**config.mk**
```make
export PLATFORM = sky130hd
export DESIGN_NAME = multicycle_data_path
export DESIGN_NICKNAME = d
export VERILOG_FILES = /design/src/rtl/multicycle_data_path.sv
export SDC_FILE = /design/constraint.sdc
export NUM_CORES = 1
export LEC_CHECK = 0
export CORE_UTILIZATION = 30
export CTS_CLUSTER_DIAMETER = 40
export CTS_CLUSTER_SIZE = 10
export DETAILED_ROUTE_END_ITERATION = 12
export PLACE_DENSITY = 0.48
export SLEW_MARGIN = 20
export SYNTH_ARGS = -nofsm -noshare
export SYNTH_HDL_FRONTEND = slang
export SYNTH_SLANG_ARGS = --single-unit
```
**constraint.sdc**
```tcl
create_clock -name clk -period 15 [get_ports clk]
set_input_delay 3 -clock clk [delete_from_list [all_inputs] [get_ports clk]]
set_output_delay 3 -clock clk [all_outputs]
set_load 0.005 [all_outputs]
```
**src/rtl/multicycle_data_path.sv**
```systemverilog
// multicycle_data_path: parametrised multi-cycle core datapath.
// Each instruction steps through FETCH, DECODE, EXEC, MEM and WB.
// Instruction and data memories sit behind req/ready handshakes, so
// memories that insert wait states are supported. A HALT state is left
// only by reset. The retire output pulses once per completed instruction.
module multicycle_data_path #(
  parameter int DATA_W  = 8,
  parameter int ADDR_W  = 12,
  parameter int RA_W    = 3,
  parameter int INSTR_W = 4 + 2*RA_W + ADDR_W
) (
  input  logic               clk,
  input  logic               rst,
  output logic               imem_req,
  output logic [ADDR_W-1:0]  imem_addr,
  input  logic               imem_ready,
  input  logic [INSTR_W-1:0] imem_rdata,
  output logic               dmem_req,
  output logic               dmem_we,
  output logic [ADDR_W-1:0]  dmem_addr,
  output logic [DATA_W-1:0]  dmem_wdata,
  input  logic               dmem_ready,
  input  logic [DATA_W-1:0]  dmem_rdata,
  output logic [ADDR_W-1:0]  pc,
  output logic               halted,
  output logic               retire
);

  localparam int NREG = 1 << RA_W;
  localparam int SH_W = $clog2(DATA_W);

  localparam logic [2:0] S_FETCH  = 3'd0;
  localparam logic [2:0] S_DECODE = 3'd1;
  localparam logic [2:0] S_EXEC   = 3'd2;
  localparam logic [2:0] S_MEM    = 3'd3;
  localparam logic [2:0] S_WB     = 3'd4;
  localparam logic [2:0] S_HALT   = 3'd5;

  localparam logic [3:0] OP_ADD  = 4'd0;
  localparam logic [3:0] OP_SUB  = 4'd1;
  localparam logic [3:0] OP_AND  = 4'd2;
  localparam logic [3:0] OP_OR   = 4'd3;
  localparam logic [3:0] OP_ADDI = 4'd4;
  localparam logic [3:0] OP_SUBI = 4'd5;
  localparam logic [3:0] OP_SHL  = 4'd6;
  localparam logic [3:0] OP_SHR  = 4'd7;
  localparam logic [3:0] OP_LD   = 4'd8;
  localparam logic [3:0] OP_ST   = 4'd9;
  localparam logic [3:0] OP_JMP  = 4'd10;
  localparam logic [3:0] OP_BZ   = 4'd11;
  localparam logic [3:0] OP_BC   = 4'd12;
  localparam logic [3:0] OP_HALT = 4'd13;

  logic [2:0]         r_state;
  logic [ADDR_W-1:0]  r_pc;
  logic [INSTR_W-1:0] r_ir;
  logic [DATA_W-1:0]  r_regs [NREG];
  logic [DATA_W-1:0]  r_a;
  logic [DATA_W-1:0]  r_b;
  logic [DATA_W-1:0]  r_d;
  logic [DATA_W-1:0]  r_result;
  logic               r_z;
  logic               r_c;
  logic [ADDR_W-1:0]  r_maddr;

  logic [3:0]         w_op;
  logic [RA_W-1:0]    w_rd;
  logic [RA_W-1:0]    w_rs;
  logic [RA_W-1:0]    w_rt;
  logic [ADDR_W-1:0]  w_imm;
  logic [DATA_W-1:0]  w_immd;
  logic [SH_W-1:0]    w_shamt;
  logic [DATA_W:0]    w_wide;
  logic [DATA_W:0]    w_shr;
  logic [DATA_W-1:0]  w_alu;
  logic               w_carry;
  logic               w_isAlu;
  logic               w_isMem;
  logic               w_taken;
  logic [ADDR_W-1:0]  w_aext;
  logic [ADDR_W-1:0]  w_off;
  logic [ADDR_W-1:0]  w_target;

  // Instruction fields are always decoded from the latched IR.
  assign w_op    = r_ir[INSTR_W-1 -: 4];
  assign w_rd    = r_ir[INSTR_W-5 -: RA_W];
  assign w_rs    = r_ir[INSTR_W-5-RA_W -: RA_W];
  assign w_imm   = r_ir[ADDR_W-1:0];
  assign w_rt    = w_imm[RA_W-1:0];
  assign w_immd  = w_imm[DATA_W-1:0];
  assign w_shamt = w_imm[SH_W-1:0];
  assign w_isAlu = (w_op[3] == 1'b0);
  assign w_isMem = (w_op == OP_LD) || (w_op == OP_ST);

  // ALU works one bit wider so the top bit carries carry, borrow or the
  // last bit shifted out; SHR shifts a zero-padded copy so bit 0 holds it.
  always_comb begin
    w_wide = '0;
    w_shr  = '0;
    case (w_op)
      OP_ADD:  w_wide = {1'b0, r_a} + {1'b0, r_b};
      OP_SUB:  w_wide = {1'b0, r_a} - {1'b0, r_b};
      OP_AND:  w_wide = {1'b0, r_a & r_b};
      OP_OR:   w_wide = {1'b0, r_a | r_b};
      OP_ADDI: w_wide = {1'b0, r_a} + {1'b0, w_immd};
      OP_SUBI: w_wide = {1'b0, r_a} - {1'b0, w_immd};
      OP_SHL:  w_wide = {1'b0, r_a} << w_shamt;
      OP_SHR: begin
        w_shr  = {r_a, 1'b0} >> w_shamt;
        w_wide = {w_shr[0], w_shr[DATA_W:1]};
      end
      default: w_wide = '0;
    endcase
    w_alu   = w_wide[DATA_W-1:0];
    w_carry = w_wide[DATA_W];
  end

  // Address and branch arithmetic: zero-extended base for memory,
  // sign-extended offset relative to the already incremented pc.
  always_comb begin
    w_aext = '0;
    w_aext[DATA_W-1:0] = r_a;
    w_off = {ADDR_W{w_immd[DATA_W-1]}};
    w_off[DATA_W-1:0] = w_immd;
    w_taken = (w_op == OP_JMP) || ((w_op == OP_BZ) && r_z) ||
              ((w_op == OP_BC) && r_c);
    w_target = (w_op == OP_JMP) ? w_imm : (r_pc + w_off);
  end

  // Main sequencer: advances the FSM and owns all architectural state.
  always_ff @(posedge clk or posedge rst) begin
    if (rst) begin
      r_state  <= S_FETCH;
      r_pc     <= '0;
      r_ir     <= '0;
      r_a      <= '0;
      r_b      <= '0;
      r_d      <= '0;
      r_result <= '0;
      r_z      <= 1'b0;
      r_c      <= 1'b0;
      r_maddr  <= '0;
      for (int i = 0; i < NREG; i++) r_regs[i] <= '0;
    end else begin
      case (r_state)
        S_FETCH: begin
          if (imem_ready) begin
            r_ir    <= imem_rdata;
            r_pc    <= r_pc + 1'b1;
            r_state <= S_DECODE;
          end
        end
        S_DECODE: begin
          r_a     <= r_regs[w_rs];
          r_b     <= r_regs[w_rt];
          r_d     <= r_regs[w_rd];
          r_state <= (w_op == OP_HALT) ? S_HALT : S_EXEC;
        end
        S_EXEC: begin
          if (w_isAlu) begin
            r_result <= w_alu;
            r_z      <= (w_alu == '0);
            r_c      <= w_carry;
            r_state  <= S_WB;
          end else if (w_isMem) begin
            r_maddr <= w_aext + w_imm;
            r_state <= S_MEM;
          end else begin
            if (w_taken) r_pc <= w_target;
            r_state <= S_FETCH;
          end
        end
        S_MEM: begin
          if (dmem_ready) begin
            if (w_op == OP_LD) begin
              r_result <= dmem_rdata;
              r_state  <= S_WB;
            end else begin
              r_state <= S_FETCH;
            end
          end
        end
        S_WB: begin
          r_regs[w_rd] <= r_result;
          r_state      <= S_FETCH;
        end
        S_HALT: r_state <= S_HALT;
        default: r_state <= S_FETCH;
      endcase
    end
  end

  // Handshake outputs and the retire strobe are decoded from state so
  // that they drop in the same instant reset is asserted.
  always_comb begin
    imem_req   = !rst && (r_state == S_FETCH);
    dmem_req   = !rst && (r_state == S_MEM);
    dmem_we    = dmem_req && (w_op == OP_ST);
    imem_addr  = r_pc;
    dmem_addr  = r_maddr;
    dmem_wdata = r_d;
    pc         = r_pc;
    halted     = (r_state == S_HALT);
    retire     = !rst && ((r_state == S_WB) ||
                          ((r_state == S_EXEC) && !w_isAlu && !w_isMem) ||
                          ((r_state == S_MEM) && (w_op == OP_ST) && dmem_ready));
  end

endmodule

```
==> flow_metrics.env <==
export IMPL_outcome="complete, no violations"
export IMPL_cp_start_kind="input pin"
export IMPL_cp_max_fo=92
export IMPL_cts_tree="built"
export IMPL_finClkSkew_ps=10.1
export IMPL_die_h_um=185
export IMPL_overflow=0
export IMPL_ys_seq_area_frac=0.367
export IMPL_min_period_ps=7950
export IMPL_grt_antenna_before_repair=0
export IMPL_ys_ff_latch=147
export IMPL_p_per_area_nw_per_um2=247
export IMPL_cp_required_ps=12000
export IMPL_post_route_period_util=0.530
export IMPL_synth_nets=1031
export IMPL_place_congestion=0.823
export IMPL_synth_flop_cell="dfrtp_1"
export IMPL_antenna_left=0
export IMPL_tns_ps=0
export IMPL_drive_above_1_share=0.187
export IMPL_clock_latency_ps=430
export IMPL_synth_async_reset_ratio=1.00
export IMPL_cts_path_max_buffers=2
export IMPL_cts_setup_buffers=0
export IMPL_drt_initial_drc_count=427
export IMPL_netlist_area_sq_um=10000
export IMPL_start_util=0.307
export IMPL_nFillCells=3339
export IMPL_die_area_sq_um=34200
export IMPL_holdWs_ps=475
export IMPL_yosysWarnings=0
export IMPL_timing_worst_slew_pin_value_ps=1010
export IMPL_hpwl_mm=19.5
export IMPL_grt_pass1_vias=7700
export IMPL_drc=0
export IMPL_cellLeakagePower_nw=4.93
export IMPL_numCtsBuffers=17
export IMPL_synth_edf_count=0
export IMPL_antenna_cells=0
export IMPL_wirelength_mm=29.0
export IMPL_grt_pass1_wl_mm=46.1
export IMPL_synth_top_cell_area_share=0.367
export IMPL_setup_viol=0
export IMPL_grt_max_degree=93
export IMPL_drv_cap=0
export IMPL_coreArea_sq_um=32700
export IMPL_port_buffers=82
export IMPL_yosysTopAreaCell="dfrtp_1"
export IMPL_rsz0062_at_grt="false"
export IMPL_synth_cell_types=74
export IMPL_fmax_mhz=126
export IMPL_track_usage=0.178
export IMPL_h_tree_depth=4
export IMPL_final_cell_mix="dfrtp_1, nand2_1, clkdlybuf4s50_1, mux2_2, nor2_1"
export IMPL_cts_root_buf="clkbuf_16"
export IMPL_viasPerCell=5.33
export IMPL_wire_per_inst_um=19.9
export IMPL_vias=7769
export IMPL_slew_viol_final=0
export IMPL_slew_headroom=0.324
export IMPL_avgSynthCellArea_sq_um=10.4
export IMPL_final_common_cell="dfrtp_1"
export IMPL_syn_to_final_growth_pct=17.2
export IMPL_cts_hold_fix_buffers=0
export IMPL_ios=83
export IMPL_hold_path_class="reg -> reg"
export IMPL_hold_violations=0
export IMPL_vdd_drop_max_uv=102
export IMPL_die_x_um=185
export IMPL_clkTransAtPathRegs_ps=60
export IMPL_layout_nets=1072
export IMPL_synthCells=963
export IMPL_rows=66
export IMPL_numClockSinks=147
export IMPL_synth_top_cells_by_area="dfrtp_1, mux4_2, mux2_2"
export IMPL_postCtsResizedCells=0
export IMPL_endpoint_kind="output port"
export IMPL_drt_pre_antenna_iters=5
export IMPL_criticalPathCategory="in -> out"
export IMPL_cp_arrival_ps=4950
final timing paths:
kind,start,to,slack [ps],cells after the start
max,rst,dmem_we,7050,4
max in group asynchronous,rst,r_regs[55]$_DFFE_PP0P_,10480,3
min,dmem_addr[4]$_DFFE_PP0P_,dmem_addr[4]$_DFFE_PP0P_,470,1
min reg2reg,dmem_addr[4]$_DFFE_PP0P_,dmem_addr[4]$_DFFE_PP0P_,470,1
max reg2reg,r_ir[19]$_DFFE_PP0P_,r_z$_DFFE_PP0P_,10700,15
min in group asynchronous,rst,r_ir[18]$_DFFE_PP0P_,3200,2
state kept, by name, indices dropped and copies added (netlist names):
name	count
dmem_addr	12
dmem_wdata	8
imem_addr	12
r_a	8
r_b	8
r_c	1
r_ir	22
r_regs	64
r_result	8
r_state	3
r_z	1
cell type report:
cell class	count	area, sq um	area share
inverters	18	72.6	0.00617
multi-input cells	723	5950	0.506
clock inverters	13	128	0.0109
well taps	442	553	0.0470
repair buffers	97	933	0.0794
flip-flops and latches	147	3680	0.313
clock buffers	18	439	0.0374
metal layers:
layer / up-vias / global-route usage / part of all wire
li1: 3668 / - / -
met1: 3905 / 0.242 / 0.47
met2: 165 / 0.289 / 0.47
met3: 31 / 0.0315 / 0.038
met4: 0 / 0.0502 / 0.019
met5: - / 0 / 0
synth_stat cells (all sizes together), types with 8 or more instances:
cell,n
a211oi,8
a21o,9
a21oi,57
a31oi,14
buf,28
clkbuf,47
dfrtp,147
ha,31
inv,18
mux2,91
mux2i,44
mux4,52
nand2,88
nand2b,11
nand3,18
nor2,71
nor2b,13
nor3,20
o211ai,14
o21ai,54
xnor2,15
xor2,16
worst max-delay path, stage by stage:
cell and delay, ps:
clkdlybuf4s50_1 520, inv_6 650, and3_1 270, clkdlybuf4s50_1 490
logic make-up after synthesis:
kind of cell,count (synthesis),synth area share
flops,147,0.367
xor+xnor,31,0.0271
buf+inv,93,0.0410
simple gates,258,0.121
compound gates,211,0.134
mux,187,0.263
fa+ha+maj,36,0.0467
report_power, final:
group	total, mW	leakage [nW]	internal, mW	switching (mW)
combinational	1.62	2.75	0.807	0.809
clock	0.424	0.280	0.235	0.189
sequential	0.862	1.89	0.560	0.302
stage by stage:
step	setup WS (ps)	total power, mW	cell area, sq um	std cells	util
floorplan	5470	1.99	10000	963	-
global placement	6950	2.47	11200	1427	0.342
detailed placement	6950	2.49	11200	1427	0.342
CTS	6950	2.93	11800	1458	0.360
global route	6850	3.15	11800	1458	0.360
finish	7050	2.90	11800	1458	0.360
(Power assumes the default switching activity.)
